==> src/rtl/vga_timing_pkg.sv <==
// vga_timing_pkg: shared VGA 640x480@60 timing constants and frame-reader types
package vga_timing_pkg;

    localparam int H_VIS   = 640;
    localparam int H_FP    = 16;
    localparam int H_SYNC  = 96;
    localparam int H_BP    = 48;
    localparam int H_TOTAL = H_VIS + H_FP + H_SYNC + H_BP;

    localparam int V_VIS   = 480;
    localparam int V_FP    = 10;
    localparam int V_SYNC  = 2;
    localparam int V_BP    = 33;
    localparam int V_TOTAL = V_VIS + V_FP + V_SYNC + V_BP;

    typedef enum logic {S_WAIT, S_SHOW} state_t;

    typedef struct packed {
        logic hs;
        logic vs;
        logic active;
        logic draw;
    } pix_t;

    localparam pix_t PIX_IDLE = '{hs: 1'b1, vs: 1'b1, active: 1'b0, draw: 1'b0};

    function automatic logic [9:0] clamp10(input logic [9:0] x, input logic [9:0] m);
        return (x > m) ? m : x;
    endfunction

endpackage

==> src/rtl/vga_timing_gen.sv <==
// vga_timing_gen: pixel strobe, raster counters and raw sync/active decode
module vga_timing_gen
    import vga_timing_pkg::*;
#(
    parameter int H_ACTIVE = H_VIS,
    parameter int V_ACTIVE = V_VIS
) (
    input  logic       clk,
    input  logic       rst,
    output logic       pix_en,
    output logic [9:0] h_cnt,
    output logic [9:0] v_cnt,
    output logic       hs,
    output logic       vs,
    output logic       active,
    output logic       frame_end
);

    localparam int HT       = H_ACTIVE + H_TOTAL - H_VIS;
    localparam int VT       = V_ACTIVE + V_TOTAL - V_VIS;
    localparam int HS_START = H_ACTIVE + H_FP;
    localparam int VS_START = V_ACTIVE + V_FP;

    logic h_last, v_last;

    assign h_last    = h_cnt == 10'(HT - 1);
    assign v_last    = v_cnt == 10'(VT - 1);
    assign frame_end = h_last && v_last;
    assign hs        = !(h_cnt >= 10'(HS_START) && h_cnt < 10'(HS_START + H_SYNC));
    assign vs        = !(v_cnt >= 10'(VS_START) && v_cnt < 10'(VS_START + V_SYNC));
    assign active    = h_cnt < 10'(H_ACTIVE) && v_cnt < 10'(V_ACTIVE);

    // half-rate pixel strobe; raster position advances once per pixel tick
    always_ff @(posedge clk or posedge rst)
        if (rst) begin
            pix_en <= 1'b0;
            h_cnt  <= '0;
            v_cnt  <= '0;
        end else begin
            pix_en <= ~pix_en;
            if (pix_en) begin
                h_cnt <= h_last ? '0 : h_cnt + 1'b1;
                if (h_last)
                    v_cnt <= v_last ? '0 : v_cnt + 1'b1;
            end
        end

endmodule

==> src/rtl/vga_frame_reader.sv <==
// vga_frame_reader: centres a stored grayscale image on a VGA raster and streams it out
module vga_frame_reader
    import vga_timing_pkg::*;
#(
    parameter int H_ACTIVE = H_VIS,
    parameter int V_ACTIVE = V_VIS,
    parameter int RAM_LAT  = 1
) (
    input  logic        clk,
    input  logic        rst,
    input  logic        frame_ready,
    input  logic [9:0]  CURRENT_WIDTH,
    input  logic [9:0]  CURRENT_HEIGHT,
    input  logic [7:0]  color_rd,
    output logic [18:0] addr_rd,
    output logic        vga_clk,
    output logic        vga_hs,
    output logic        vga_vs,
    output logic        vga_blank_n,
    output logic [7:0]  vga_r,
    output logic [7:0]  vga_g,
    output logic [7:0]  vga_b
);

    logic       pix_en, raw_hs, raw_vs, raw_active, frame_end, frame_start;
    logic [9:0] h_cnt, v_cnt;
    logic [9:0] w_n, h_n, x0_n, y0_n;
    logic [9:0] w_q, h_q, x0_q, y0_q;
    logic [9:0] w_e, h_e, x0_e, y0_e;
    logic [10:0] x_end, y_end;
    logic       show_e, in_win;
    state_t     state;
    pix_t       pipe [0:RAM_LAT-1];
    logic [7:0] color_q;

    vga_timing_gen #(.H_ACTIVE(H_ACTIVE), .V_ACTIVE(V_ACTIVE)) u_timing (
        .clk       (clk),
        .rst       (rst),
        .pix_en    (pix_en),
        .h_cnt     (h_cnt),
        .v_cnt     (v_cnt),
        .hs        (raw_hs),
        .vs        (raw_vs),
        .active    (raw_active),
        .frame_end (frame_end)
    );

    // clamped image size and centring offsets from the live inputs
    always_comb begin
        w_n  = clamp10(CURRENT_WIDTH, 10'(H_ACTIVE));
        h_n  = clamp10(CURRENT_HEIGHT, 10'(V_ACTIVE));
        x0_n = (10'(H_ACTIVE) - w_n) >> 1;
        y0_n = (10'(V_ACTIVE) - h_n) >> 1;
    end

    // the frame-start pixel itself must already see the values being latched for this frame
    assign frame_start = h_cnt == '0 && v_cnt == '0;
    assign w_e    = frame_start ? w_n : w_q;
    assign h_e    = frame_start ? h_n : h_q;
    assign x0_e   = frame_start ? x0_n : x0_q;
    assign y0_e   = frame_start ? y0_n : y0_q;
    assign show_e = frame_start ? frame_ready : state == S_SHOW;
    assign x_end  = {1'b0, x0_e} + {1'b0, w_e};
    assign y_end  = {1'b0, y0_e} + {1'b0, h_e};
    assign in_win = h_cnt >= x0_e && {1'b0, h_cnt} < x_end && v_cnt >= y0_e && {1'b0, v_cnt} < y_end;

    // frame geometry and WAIT/SHOW state, sampled once at frame start
    always_ff @(posedge clk or posedge rst)
        if (rst) begin
            state <= S_WAIT;
            w_q   <= '0;
            h_q   <= '0;
            x0_q  <= '0;
            y0_q  <= '0;
        end else if (pix_en && frame_start) begin
            state <= frame_ready ? S_SHOW : S_WAIT;
            w_q   <= w_n;
            h_q   <= h_n;
            x0_q  <= x0_n;
            y0_q  <= y0_n;
        end

    // linear row-major read address; cleared so the new frame starts reading at 0
    always_ff @(posedge clk or posedge rst)
        if (rst)
            addr_rd <= '0;
        else if (pix_en)
            addr_rd <= frame_end ? '0 : (in_win && addr_rd != '1) ? addr_rd + 1'b1 : addr_rd;

    // delay syncs and draw flag to meet the framebuffer data; capture read data each tick
    always_ff @(posedge clk or posedge rst)
        if (rst) begin
            for (int i = 0; i < RAM_LAT; i++)
                pipe[i] <= PIX_IDLE;
            color_q <= '0;
        end else if (pix_en) begin
            pipe[0] <= '{hs: raw_hs, vs: raw_vs, active: raw_active, draw: in_win && show_e};
            for (int i = 1; i < RAM_LAT; i++)
                pipe[i] <= pipe[i-1];
            color_q <= color_rd;
        end

    // registered VGA outputs
    always_ff @(posedge clk or posedge rst)
        if (rst) begin
            vga_hs      <= 1'b1;
            vga_vs      <= 1'b1;
            vga_blank_n <= 1'b0;
            vga_r       <= '0;
            vga_g       <= '0;
            vga_b       <= '0;
        end else if (pix_en) begin
            vga_hs      <= pipe[RAM_LAT-1].hs;
            vga_vs      <= pipe[RAM_LAT-1].vs;
            vga_blank_n <= pipe[RAM_LAT-1].active;
            vga_r       <= pipe[RAM_LAT-1].draw ? color_q : 8'h00;
            vga_g       <= pipe[RAM_LAT-1].draw ? color_q : 8'h00;
            vga_b       <= pipe[RAM_LAT-1].draw ? color_q : 8'h00;
        end

    // pixel clock is the inverse of the pixel strobe, kept as a register
    always_ff @(posedge clk or posedge rst)
        if (rst)
            vga_clk <= 1'b1;
        else
            vga_clk <= pix_en;

endmodule
==> config.mk <==
export PLATFORM = sky130hd
export DESIGN_NAME = vga_frame_reader
export DESIGN_NICKNAME = d
export VERILOG_FILES = /design/src/rtl/vga_timing_pkg.sv /design/src/rtl/vga_timing_gen.sv /design/src/rtl/vga_frame_reader.sv
export SDC_FILE = /design/constraint.sdc
export NUM_CORES = 1
export LEC_CHECK = 0
export CAP_MARGIN = 10
export CORE_UTILIZATION = 55
export DETAILED_ROUTE_END_ITERATION = 12
export DONT_BUFFER_PORTS = 1
export GPL_TIMING_DRIVEN = 0
export PLACE_DENSITY = 0.73
export SYNTH_ARGS = -nofsm -noshare
export SYNTH_HDL_FRONTEND = slang
export SYNTH_SLANG_ARGS = --single-unit
==> constraint.sdc <==
create_clock -name clk -period 5.76 [get_ports clk]
set_clock_uncertainty 0.15 [all_clocks]
set_input_delay 1.728 -clock clk [delete_from_list [all_inputs] [get_ports clk]]
set_output_delay 1.728 -clock clk [all_outputs]
set_load 0.02 [all_outputs]
# Word-level counts from Yosys, hierarchy flattened

Cells that the tools add are included.

Bits in registers: 103
Input bits: 31
Output and inout bits: 47
Word-level logic and storage cells: 73

$add $sub $neg: 7
$lt $le $gt $ge: 12
Equality and inequality tests: 3
Multiplexer cells: 13
Bitwise operators: 1
Reduce and logical (&&, ||, !) cells: 18

Operators with widths:

| cell                                                               | count |
|---|---|
| 2-to-1 mux 10 bit                                                  | 6 |
| 2-to-1 mux 19 bit                                                  | 2 |
| adder 9 x 10 -> 11 bit                                             | 2 |
| < comparator 10 x 11 -> 1 bit                                      | 2 |
| adder 10 x 1 -> 10 bit, second input constant                      | 2 |
| == test 10 bit, second input constant                              | 2 |
| greater-or-equal comparator 10 x 9 -> 1 bit                        | 2 |
| logical NOT 10 bit                                                 | 2 |
| < comparator 10 bit, second input constant                         | 2 |
| < comparator 10 x 9 -> 1 bit, second input constant                | 2 |
| adder 19 x 1 -> 19 bit, second input constant                      | 1 |
| inequality test 19 bit, second input constant                      | 1 |
| 2-to-1 mux 9 bit                                                   | 2 |
| logical AND 1 bit                                                  | 11 |
| greater-or-equal comparator 10 bit, second input constant          | 1 |
| greater-or-equal comparator 10 x 9 -> 1 bit, second input constant | 1 |
| greater-than comparator 10 bit, second input constant              | 1 |
| greater-than comparator 10 x 9 -> 1 bit, second input constant     | 1 |
| subtractor 10 bit, first input constant                            | 1 |
| subtractor 9 x 10 -> 10 bit, first input constant                  | 1 |
| 2-to-1 mux 8 bit                                                   | 1 |
| AND reduction 2 bit                                                | 2 |
| logical NOT 1 bit                                                  | 2 |
| 2-to-1 mux 1 bit                                                   | 2 |
| other kinds (2)                                                    | 2 |

# Logic depth before layout (Yosys ltp)

Depth in word-level cells: 12
Depth in mapped cells: 30

# Modules after synthesis

Synthesis repeated with hierarchy kept, for this count alone.

Cells, all modules: 820
Area, all modules: 7282.0 µm²

By module, submodules not included:

| module           | times used | cells each | area each (µm²) |
|---|---|---|---|
| vga_frame_reader | 1          | 703        | 6085.8 |
| vga_timing_gen   | 1          | 117        | 1196.1 |

# Worst setup path after synthesis

Ideal clock, no wire load.

Path kind: input to register
Start point: in CURRENT_HEIGHT[2]
End point: reg addr_rd[15]
Library setup time: 0.123 ns
Arrival time: 6.415 ns
Required time: 5.487 ns
Path slack: -0.928 ns
Stages on the path: 28
Buffers on the path: 2
Cells stage by stage: nor3_1 -> nand2_1 -> a31oi_1 -> nand2_1 -> ha_1 -> xnor2_1 -> o21ai_0 -> ha_1 -> a21o_1 -> a21oi_1 -> o21bai_1 -> a21oi_1 -> nor2b_1 -> o21a_1 -> nor2_1 -> xor2_1 -> ha_1 -> a211oi_1 -> nand3_1 -> a31oi_1 -> o21ai_0 -> o31a_1 -> a2111oi_2 -> nor2b_1 -> buf_4 -> buf_8 -> nand3_1 -> mux2i_1

Cells in the longest elaborated chain, start to end: 10
Elaborated cells between the ends (all ways): 13

RTL lines:

| item                                                                                         | line                                           | RTL |
|---|---|---|
| start: declaration                                                                           | vga_frame_reader.sv:13                         | `input logic [9:0] CURRENT_HEIGHT,` |
| greater-than comparator 10 x 9 -> 1 bit                                                      | vga_timing_pkg.sv:28                           | `return (x > m) ? m : x;` |
| 2-to-1 mux 10 bit *                                                                          | vga_timing_pkg.sv:28                           |  |
| subtractor 9 x 10 -> 10 bit                                                                  | vga_frame_reader.sv:53                         | `y0_n = (10'(V_ACTIVE) - h_n) >> 1;` |
| 2-to-1 mux 9 bit                                                                             | vga_frame_reader.sv:61                         | `assign y0_e = frame_start ? y0_n : y0_q;` |
| adder 9 x 10 -> 11 bit / greater-or-equal comparator 10 x 9 -> 1 bit (equally long branches) | vga_frame_reader.sv:64, vga_frame_reader.sv:65 |  |
| < comparator 10 x 11 -> 1 bit / logical AND 1 bit (equally long branches)                    | vga_frame_reader.sv:65                         | `assign in_win = h_cnt >= x0_e && {1'b0, h_cnt} < x_end && v_cnt >= y0_e && {1'b0, v_cnt} < y_end;` |
| logical AND 1 bit *                                                                          | vga_frame_reader.sv:65                         |  |
| logical AND 1 bit *                                                                          | vga_frame_reader.sv:88                         | `addr_rd <= frame_end ? '0 : (in_win && addr_rd != '1) ? addr_rd + 1'b1 : addr_rd;` |
| nonzero test 2 bit (no source line) *                                                        | -                                              |  |
| AND reduction 2 bit (no source line) *                                                       | -                                              |  |
| end signal: assignment                                                                       | vga_frame_reader.sv:88                         |  |
| end: declaration                                                                             | vga_frame_reader.sv:15                         | `output logic [18:0] addr_rd,` |

Mark *: on every way between the ends. The rest lies on a longest branch, timed or not.
A chain may end at the register's enable or synchronous reset.

# Worst setup path in the final report

Start point: in CURRENT_WIDTH[7]
End point: reg addr_rd[14]

Cells in the longest elaborated chain, start to end: 12
Elaborated cells between the ends (all ways): 14

RTL lines:

| item                                   | line                   | RTL |
|---|---|---|
| start: declaration                     | vga_frame_reader.sv:12 | `input logic [9:0] CURRENT_WIDTH,` |
| greater-than comparator 10 bit         | vga_timing_pkg.sv:28   |  |
| 2-to-1 mux 10 bit *                    | vga_timing_pkg.sv:28   |  |
| subtractor 10 bit                      | vga_frame_reader.sv:52 | `x0_n = (10'(H_ACTIVE) - w_n) >> 1;` |
| 2-to-1 mux 9 bit                       | vga_frame_reader.sv:60 | `assign x0_e = frame_start ? x0_n : x0_q;` |
| adder 9 x 10 -> 11 bit                 | vga_frame_reader.sv:63 | `assign x_end = {1'b0, x0_e} + {1'b0, w_e};` |
| < comparator 10 x 11 -> 1 bit          | vga_frame_reader.sv:65 |  |
| logical AND 1 bit * (3 in a row)       | vga_frame_reader.sv:65 |  |
| logical AND 1 bit *                    | vga_frame_reader.sv:88 |  |
| nonzero test 2 bit (no source line) *  | -                      |  |
| AND reduction 2 bit (no source line) * | -                      |  |

Marks and branches as above.

==> flow_summary_export.csv <==
group,metric,value,unit
status,status,"finished, violations left",
status,violations,"negative setup slack",
place,io_buffer_count,0,
timing,holdWs,0.334,ns
cts,clock_path_buffers,2,
final_layout,fillCellCount,1048,
floorplanning,die_w,116,µm
cts,clk_latency,0.37,ns
synth,synth-compound-area-share,16.6,%
min_path,min_path_type,"reg2reg",
timing,fin_ws,-0.455,ns
cts,clkTransAtPathRegs,0.07,ns
timing,setup_viol,20,
setup_path,crit_required,5.91,ns
synth,synth_fa_ha_area_share,11.1,%
timing,final.min_clock_period,6.21,ns
timing,rsz0062_at_grt,"true",
final_layout,antennaDiodeCount,0,
global_route,grt_pass1_vias,6159,
synth,synth_top_family_by_area,"simple AND/OR/NAND/NOR gates",
route,dr.pass1.iters,5,
pwr,leakagePower,3.90,nW
synth,syn_avg_cell_area,8.51,µm²
cts,cts_buffers,9,
global_route,grt_max_degree,73,
min_path,whs_path_depth,2,
floorplanning,coreArea,12600,µm²
timing,slew_violations,0,
cts,root_buffer,"clkbuf_16",
place,place_area,7530,µm²
pwr,p_per_area,207,nW/µm²
global_route,grt_use_total,28.8,%
setup_path,r2r_cells,28,
global_route,grt_pass1_wl,29.8,mm
timing,slew-limit-headroom,47.9,%
floorplanning,rows,41,
pwr,peakVddDrop,144,µV
place,place_ws,-1.12,ns
synth,synthArstFlopShare,100,%
synth,synth-seq-cells,103,
synth,syn-num-nets,927,
floorplanning,die_h,116,µm
setup_path,path_max_fanout,5,
synth,synthFlopType,"dfrtp_1",
setup_path,critPathLaunchType,"input pin",
synth,netlist_instances,834,
route,detail_route.iter0.violations,359,
route,vias,6348,
cts,clock_sink_count,103,
timing,finalCritPeriodShare,108,%
place,gp_congestion,0.866,
global_route,antenna_found_initial,0,
timing,finalSetupTns,-7.08,ns
setup_path,end_kind,"flip-flop",
floorplanning,dieArea,13400,µm²
final_layout,fin_nets,978,
final_layout,syn2layout_area_growth,18.2,%
cts,cts-hold-fix-buffers,0,
timing,finalHoldViolCount,0,
timing,tightest_slew,0.779,ns
route,wl,18.4,mm
place,hpwl,13.1,mm
run,cap_viol_max_count,0,
synth,synth-xor-area-share,4.69,%
final_layout,final_cell_area,8390,µm²
synth,synth-simple-area-share,21.6,%
floorplanning,start_util,56.3,%
synth,synth_edf_count,0,
synth,synth_warnings,0,
route,avgViaCountPerCell,5.98,
route,drc_errors,0,
setup_path,path_class,"in2reg",
cts,htree_levels,3,
timing,max_freq,161,MHz
global_route,grt_overflow_total,0,
final_layout,drive_above_1_share,19.8,%
route,ant_nets,0,
synth,ys_seq_area_share,36.4,%
synth,synth_mux_area_share,3.65,%
route,wire_per_inst,17.4,µm
synth,syn_area,7100,µm²
cts,tritoncts,"yes",
floorplanning,io_pins,78,
setup_path,arrival,6.37,ns
synth,synth_cell_types,62,
final timing paths:
path / to / startpoint / slack, ns
max in group asynchronous: pipe[2] / rst / 3.65
hold / removal: y0_q[2] / y0_q[2] / 0.33
hold reg to reg: y0_q[2] / y0_q[2] / 0.33
setup reg to reg: addr_rd[14] / u_timing.v_cnt[1] / -0.30
setup / recovery: addr_rd[14] / CURRENT_WIDTH[7] / -0.45
min in group asynchronous: addr_rd[16] / rst / 1.10
cell families after synthesis:
kind of cell	count (synthesis)
fa+ha+maj	62
compound gates	197
flops	103
simple gates	320
xor+xnor	38
mux	23
buf+inv	91
per-layer routing:
| layer | up-vias | wire, µm | global-route usage (%) |
|---|---|---|---|
| met1 | 3108 | 7800 | 35.8 |
| met4 | 0 | 627 | 13.9 |
| met3 | 48 | 783 | 5.49 |
| met2 | 172 | 9240 | 48.2 |
| met5 | - | 0 | 0 |
| li1 | 3020 | - | - |
sequential cells by signal (all words and copies together), names as in the netlist, 4 cells and up:
register and count:
addr_rd 19, color_q 8, h_q 10, pipe 4, u_timing.h_cnt 10, u_timing.v_cnt 10, vga_b 8, w_q 10
x0_q 9, y0_q 9
layout by cell type, fill, tap and decap left out, types with 17 or more instances in the layout:
cell type	count
a21oi_1	25
ha_1	55
inv_1	40
buf_4	50
o21ai_0	86
xor2_1	19
clkbuf_1	25
nand3_1	31
dfrtp_1	98
xnor2_1	17
nand2_1	125
nor2_1	45
cell usage after synthesis (18+ instances only):
cell type | count | area [µm²]
nand2_1 | 134 | 503
dfrtp_1 | 98 | 2450
o21ai_0 | 98 | 490
ha_1 | 60 | 751
nor2_1 | 50 | 188
inv_1 | 42 | 158
nand3_1 | 36 | 180
a21oi_1 | 35 | 175
clkbuf_1 | 27 | 101
xnor2_1 | 19 | 166
xor2_1 | 19 | 166
buf_4 | 18 | 135
where the power goes:
| group | leakage [nW] | internal, mW | total (mW) | switching, mW |
|---|---|---|---|---|
| registers | 1.26 | 0.747 | 0.766 | 0.0187 |
| clock network | 0.137 | 0.309 | 0.601 | 0.293 |
| logic | 2.50 | 0.172 | 0.372 | 0.200 |
| total | 3.90 | 1.23 | 1.74 | 0.511 |
critical path: stages:
cell and delay [ns]:
clkbuf_16 0.13, o21ai_4 0.22, nand2_2 0.12, ha_4 0.18, or3b_4 0.24, xor2_1 0.18, o21ai_2 0.08, o21ai_2 0.23
ha_4 0.26, o2bb2ai_4 0.23, nor3_4 0.06, a21oi_2 0.19, nand2b_1 0.09, a21oi_2 0.15, xor2_1 0.24, ha_1 0.33
and4_4 0.21, a2111oi_4 0.22, o21ai_2 0.12, a221oi_2 0.27, a211oi_2 0.11, or4b_4 0.56, a21oi_2 0.13, a21o_1 0.09
per-stage QoR:
| stage | instances | power, mW | util, % |
|---|---|---|---|
| 3_3_place_gp | 1006 | 1.06 | 59.5 |
| 4_1_cts | 1057 | 1.72 | 65.7 |
| 5_1_grt | 1062 | 1.82 | 66.5 |
| 3_5_place_dp | 1007 | 1.08 | 59.7 |
| 2_1_floorplan | 834 | 1.01 | - |
| 6_report | 1062 | 1.74 | 66.5 |
final cells by class:
class,instances,area [µm²],share of cell area (%)
Tap cell,172,215,2.56
Clock inverter,5,38.8,0.462
Inverter,42,160,1.91
Multi-Input combinational cell,640,4480,53.3
Sequential cell,103,2580,30.8
Clock buffer,11,243,2.89
Buffer,49,320,3.82
Timing Repair Buffer,40,355,4.23
timing repair:
action | 4_1_cts | 5_1_grt
endpoints found under the hold margin | 0 | 0
setup endpoints to repair | 20 | 20
resized for setup | 46 | 19
buffers inserted | 31 | 5
gates cloned | 3 | 1
pin swaps | 45 | 30
(Power assumes the default switching activity.)
